--- config.mk ---
export PLATFORM = sky130hd
export DESIGN_NAME = fifo_wr_arb
export DESIGN_NICKNAME = d
export VERILOG_FILES = /design/src/rtl/fifo_pkg.sv /design/src/rtl/fifo_wr_arb_rr_pick.sv /design/src/rtl/fifo_wr_arb.sv
export SDC_FILE = /design/constraint.sdc
export NUM_CORES = 1
export LEC_CHECK = 0
export ABC_AREA = 1
export BUFFER_PORTS_ARGS = -buffer_cell sky130_fd_sc_hd__clkbuf_2
export CAP_MARGIN = 20
export CORE_AREA = 2 2 66 84
export CTS_CLUSTER_SIZE = 20
export DETAILED_ROUTE_END_ITERATION = 12
export DIE_AREA = 0 0 68 86
export PLACE_DENSITY = 0.87
export SLEW_MARGIN = 20
export SYNTH_ARGS = -nofsm -noshare
export SYNTH_HDL_FRONTEND = slang
export SYNTH_SLANG_ARGS = --single-unit
export TNS_END_PERCENT = 5
--- constraint.sdc ---
create_clock -name wclk -period 3 [get_ports wclk]
set_clock_uncertainty 0.15 [all_clocks]
set_input_delay 0.15 -clock wclk [delete_from_list [all_inputs] [get_ports wclk]]
set_output_delay 0.15 -clock wclk [all_outputs]
set_load 0.02 [all_outputs]
--- src/rtl/fifo_pkg.sv ---
// Shared types and helpers for the FIFO write-port arbiter.
// Optional build macro used by fifo_wr_arb: FIFO_WR_ARB_TAG_EN (source tag in wdata MSBs).
package fifo_pkg;

   localparam int unsigned BEAT_W = 8;

   typedef enum logic {
      ARB_IDLE  = 1'b0,
      ARB_BURST = 1'b1
   } arb_state_t;

   // First set bit of req searching ptr+1, ptr+2, ... modulo n (n <= 8); returns ptr if none set.
   function automatic logic [2:0] rr_next(input logic [7:0] req,
                                          input logic [2:0] ptr,
                                          input int unsigned n);
      logic [2:0]  sel;
      logic        hit;
      int unsigned cand;
      sel = ptr;
      hit = 1'b0;
      for (int unsigned k = 1; k <= 8; k++) begin
         cand = (32'(ptr) + k) % n;
         if (!hit && (k <= n) && req[cand[2:0]]) begin
            sel = cand[2:0];
            hit = 1'b1;
         end
      end
      return sel;
   endfunction

endpackage

--- src/rtl/fifo_wr_arb_rr_pick.sv ---
// Combinational rotate-priority encoder: request vector + last-grant pointer -> next index.
module rr_pick
   import fifo_pkg::*;
#(
   parameter int unsigned NUM_REQ  = 4,
   parameter int unsigned ID_WIDTH = 2
) (
   input  logic [NUM_REQ-1:0]  i_req,
   input  logic [ID_WIDTH-1:0] i_ptr,
   output logic [ID_WIDTH-1:0] o_idx,
   output logic                o_found
);

   always_comb begin
      o_found = |i_req;
      o_idx   = ID_WIDTH'(rr_next(8'(i_req), 3'(i_ptr), NUM_REQ));
   end

endmodule

--- src/rtl/fifo_wr_arb.sv ---
// Round-robin burst arbiter sharing the async FIFO write port between NUM_REQ producers.
// Build option: define FIFO_WR_ARB_TAG_EN to replace the top ID_WIDTH bits of wdata with grant_id.
module fifo_wr_arb
   import fifo_pkg::*;
#(
   parameter int unsigned NUM_REQ    = 4,
   parameter int unsigned DATA_WIDTH = 32,
   parameter int unsigned MAX_BURST  = 8,
   parameter int unsigned ID_WIDTH   = 2
) (
   input  logic                          wclk,
   input  logic                          sys_rst,
   input  logic [NUM_REQ-1:0]            req_valid,
   input  logic [NUM_REQ*DATA_WIDTH-1:0] req_data,
   output logic [NUM_REQ-1:0]            req_ready,
   input  logic                          wfull,
   output logic                          winc,
   output logic [DATA_WIDTH-1:0]         wdata,
   output logic [ID_WIDTH-1:0]           grant_id,
   output logic                          busy
);

   arb_state_t          r_state;
   arb_state_t          w_state_nxt;
   logic [ID_WIDTH-1:0] r_rr_ptr;
   logic [ID_WIDTH-1:0] w_rr_ptr_nxt;
   logic [ID_WIDTH-1:0] r_grant_id;
   logic [ID_WIDTH-1:0] w_grant_id_nxt;
   logic [BEAT_W-1:0]   r_beat_cnt;
   logic [BEAT_W-1:0]   w_beat_cnt_nxt;

   logic [ID_WIDTH-1:0]   w_pick_idx;
   logic                  w_pick_found;
   logic                  w_sel_valid;
   logic [DATA_WIDTH-1:0] w_sel_data;

   rr_pick #(
      .NUM_REQ  (NUM_REQ),
      .ID_WIDTH (ID_WIDTH)
   ) u_rr_pick (
      .i_req   (req_valid),
      .i_ptr   (r_rr_ptr),
      .o_idx   (w_pick_idx),
      .o_found (w_pick_found)
   );

   assign w_sel_valid = req_valid[r_grant_id];
   assign w_sel_data  = req_data[32'(r_grant_id)*DATA_WIDTH +: DATA_WIDTH];

`ifdef FIFO_WR_ARB_TAG_EN
   assign wdata = {r_grant_id, w_sel_data[DATA_WIDTH-ID_WIDTH-1:0]};
`else
   assign wdata = w_sel_data;
`endif

   assign grant_id = r_grant_id;
   assign busy     = (r_state == ARB_BURST);

   always_ff @(posedge wclk) begin
      if (sys_rst) begin
         r_state    <= ARB_IDLE;
         r_rr_ptr   <= ID_WIDTH'(NUM_REQ - 1);
         r_grant_id <= '0;
         r_beat_cnt <= '0;
      end else begin
         r_state    <= w_state_nxt;
         r_rr_ptr   <= w_rr_ptr_nxt;
         r_grant_id <= w_grant_id_nxt;
         r_beat_cnt <= w_beat_cnt_nxt;
      end
   end

   // Next-state, handshake and write strobe; wfull stalls hold the grant without counting.
   always_comb begin
      w_state_nxt    = r_state;
      w_rr_ptr_nxt   = r_rr_ptr;
      w_grant_id_nxt = r_grant_id;
      w_beat_cnt_nxt = r_beat_cnt;
      req_ready      = '0;
      winc           = 1'b0;
      case (r_state)
         ARB_IDLE: begin
            if (w_pick_found) begin
               w_grant_id_nxt = w_pick_idx;
               w_rr_ptr_nxt   = w_pick_idx;
               w_beat_cnt_nxt = '0;
               w_state_nxt    = ARB_BURST;
            end
         end
         ARB_BURST: begin
            if (!w_sel_valid) begin
               w_state_nxt = ARB_IDLE;
            end else begin
               req_ready[r_grant_id] = ~wfull;
               if (!wfull) begin
                  winc           = 1'b1;
                  w_beat_cnt_nxt = r_beat_cnt + BEAT_W'(1);
                  if (w_beat_cnt_nxt == BEAT_W'(MAX_BURST)) begin
                     w_state_nxt = ARB_IDLE;
                  end
               end
            end
         end
         default: w_state_nxt = ARB_IDLE;
      endcase
      if (sys_rst) begin
         req_ready = '0;
         winc      = 1'b0;
      end
   end

endmodule

==> flow_summary.rst <==
.. list-table::
   :header-rows: 1

   * - Metric
     - Value
   * - Maximum clock rate
     - 445.9 MHz
   * - Number of DRC markers in iteration 0
     - 159
   * - Antenna violation net count after detailed routing
     - 0
   * - Share of the clock period used by the worst path after layout
     - 74.75%
   * - Worst Hold Slack
     - roughly 0.065 ns
   * - Detailed-routing iteration count for the pre-antenna-repair pass
     - 5
   * - Worst slew margin relative to its limit
     - 59.17%
   * - Max-capacitance violation count
     - 0
   * - Avg WL per Cell
     - 15.28 um
   * - Largest net degree at the start of global routing
     - 67
   * - Leakage
     - between 1 and 1.5 nW
   * - Die Wd
     - 68 um
   * - Post-CTS setup buffer count
     - 0
   * - Final setup slack of the worst path
     - 0.7575 ns
   * - Clock sink total
     - 13
   * - Die Ht
     - 86 um
   * - Post-synth top area cell
     - sky130_fd_sc_hd__nand3_1
   * - TritonCTS buffer count
     - 3
   * - Count of instances resized after the clock tree is built
     - 0
   * - Clock-pin slew reported for the worst setup and hold paths after clock tree synthesis
     - 0.05 ns
   * - Starting utilization of the core area
     - 34.61%
   * - DP Cell Count
     - 522
   * - Core Box Area
     - around 0.0050 sq mm
   * - Post-synthesis net count
     - 439
   * - Total overflow reported by the global router
     - 0
   * - Vias
     - ~2900
   * - TritonCTS clock tree
     - yes
   * - Non-filler instance count after layout
     - 526
   * - Unrepaired setup endpoints after global routing
     - false
   * - Later-pin clock latency in the skew report
     - 0.25 ns
   * - Number of enable-type register cells in the synthesized netlist
     - 0
   * - Worst setup path class
     - flop to output pin
   * - Clock Tree Root
     - sky130_fd_sc_hd__clkbuf_8
   * - Worst-case setup slack after placement
     - 1.017 ns
   * - Count of endpoints failing hold in the final timing report
     - 0
   * - Via count of the first global-routing pass
     - 2483
   * - Number of storage elements in the synthesis netlist
     - 13
   * - Max Fanout on Critical Path
     - 34
   * - Mean Syn Cell Area
     - 5.719 sq um
   * - Sequential cell area fraction in the yosys report
     - 15.02%
   * - Nets
     - 601
   * - Fraction of post-synthesis cell area in the top cell type by area
     - 30.90%
   * - Classification of the worst-slack hold path
     - input port to flop
   * - Kind of start point of the critical path
     - flop
   * - Critical Path Sink Type
     - output pin
   * - First-pass GRT wire length
     - 11740 um
   * - Remaining routing DRC violations
     - 0
   * - Minimum clock period after layout
     - between 2 and 2.5 ns
   * - Total half-perimeter wirelength after legalization and detailed placement
     - between 6000 and 7000 um
   * - Setup total negative slack
     - 0 ns
   * - Run status
     - finished, final reports clean
   * - Final RePlAce weighted congestion
     - 0.8851
   * - Depth of the CTS H-tree
     - 1
   * - Routed Wire Length
     - approximately 8000 um
   * - Port buffer count
     - roughly 170
   * - Antenna violations before repair
     - 0
   * - Cells taking the most area after synthesis
     - sky130_fd_sc_hd__nand3_1, sky130_fd_sc_hd__dfxtp_1, sky130_fd_sc_hd__a22oi_1, sky130_fd_sc_hd__nand2_1, sky130_fd_sc_hd__inv_1
   * - Post-synthesis instance area
     - 0.001733 sq mm
   * - Maximum ir drop on the vdd rail
     - 0.0003816 V
   * - Number of top-level pins
     - 175
   * - Most common library cells after synthesis
     - sky130_fd_sc_hd__nand3_1, sky130_fd_sc_hd__nand2_1, sky130_fd_sc_hd__a22oi_1
   * - Proportion of register bits with asynchronous set or reset after synthesis
     - 0%
   * - Bufs on Longest Clock Path
     - 2
   * - Slew Limit Fails
     - 0
   * - Std-Cell Rows
     - 29
   * - Die footprint
     - 0.005848 sq mm
   * - Final Total Pwr
     - ~2.3 mW
   * - Most frequent cell after synthesis
     - sky130_fd_sc_hd__nand3_1
   * - Share of post-route cells with drive strength above 1
     - a little over two fifths
   * - Area delta synth->final
     - 54.30%
   * - Number of different library cells in the post-synthesis netlist
     - 24
   * - Power Density
     - 852.9 mW/mm^2
   * - Gate count of the mapped netlist
     - slightly above 300
   * - Synth Warn #
     - 0
   * - Number of setup violations in the final report
     - 0
   * - Top_reg_cell synth
     - sky130_fd_sc_hd__dfxtp_1
   * - Antenna diode instance count
     - 0
   * - Data required time of the critical path
     - 2.70 ns
   * - Worst-Margin Slew
     - 0.6125 ns
   * - Data arrival, critical path
     - approximately 1.9 ns
   * - Number of fill cells in the layout
     - 513
   * - Per-cell via count in the routed design
     - 5.479
   * - Total Routing Usage GR
     - 25.80%
   * - Post-CTS Hold Buffers
     - 0
-- cell type report --
cell class              instances  area, sq um  share of cell area, %
multi-input cells             246         1299                  48.57
repair buffers                179        908.4                  33.97
flip-flops and latches         13        261.5                  9.780
inverters                      22        82.58                  3.088
well taps                      62        77.57                  2.901
clock buffers                   4        45.04                  1.685
-- registers in the layout, indices dropped and copies added, names as in the netlist --
name        flops
r_rr_ptr        2
busy            1
r_beat_cnt      8
grant_id        2
-- stage by stage --
| step | cell area [sq um] | util, % |
|---|---|---|
| detailed placement | 2629 | 52.50 |
| global placement | 2629 | 52.50 |
| floorplan | 1733 | - |
| global route | 2674 | 53.40 |
| finish | 2674 | 53.40 |
| CTS | 2674 | 53.40 |
-- per-layer routing --
metal	vias up	global-route usage, %	share of wire (%)
li1	1397	-	-
met5	-	0	0
met3	21	9.449	12
met2	166	42.19	48
met4	0	6.545	2.0
met1	1298	31.50	38
-- critical path, cell delays in order, from the launching register on --
cell and delay (ns):
sky130_fd_sc_hd__dfxtp_1 0.35, sky130_fd_sc_hd__buf_4 0.27, sky130_fd_sc_hd__nor2_4 0.14, sky130_fd_sc_hd__inv_2 0.04
sky130_fd_sc_hd__o22ai_1 0.16, sky130_fd_sc_hd__nor2_2 0.08, sky130_fd_sc_hd__nor2_4 0.11, sky130_fd_sc_hd__nand2_4 0.10
sky130_fd_sc_hd__nor2_4 0.12, sky130_fd_sc_hd__inv_2 0.06, sky130_fd_sc_hd__nor2_1 0.08, sky130_fd_sc_hd__clkbuf_2 0.17
-- layout by cell type (no fill, tap or decap), drive strengths merged --
master	instances
a41oi	1
clkbuf	178
inv	22
a22oi	31
ha	1
xor2	2
dfxtp	13
o211ai	1
xnor2	2
a21oi	10
nand2	63
nand3	108
nor2	18
buf	5
nand4	6
o21ai	1
o22ai	2
-- kinds of logic (layout without fill, tap and decap cells) --
kind of cell,after synthesis,count (layout),share of synthesized area [%]
adder cells (fa/ha/maj),1,1,0.7219
AO/OA/AOI/OAI,46,46,18.27
XOR/XNOR,4,4,2.022
flip-flops,13,13,15.02
AND/OR/NAND/NOR,195,195,53.94
buffers and inverters,44,205,10.04
-- path summary, 6_finish.rpt --
| check | slack, ns | to | cells past startpoint | from |
|---|---|---|---|---|
| worst min-delay path | 0.06 | r_beat_cnt[1]$_SDFFE_PP0P_ | 4 | wfull |
| worst min register to register | 0.31 | r_beat_cnt[7]$_SDFFE_PP0P_ | 2 | r_beat_cnt[7]$_SDFFE_PP0P_ |
| worst max register to register | 1.10 | r_beat_cnt[6]$_SDFFE_PP0P_ | 11 | grant_id[0]$_SDFFE_PP0P_ |
| worst max-delay path | 0.76 | req_ready[0] | 11 | grant_id[0]$_SDFFE_PP0P_ |
-- report_power, final --
group	leakage [nW]	total, mW	internal [mW]	switching [mW]
sequential	0.107	0.248	0.203	0.0455
combinational	1.35	1.87	0.593	1.28
clock	0.0228	0.159	0.0940	0.0646
No activity file was read; power rests on OpenSTA's default activity.
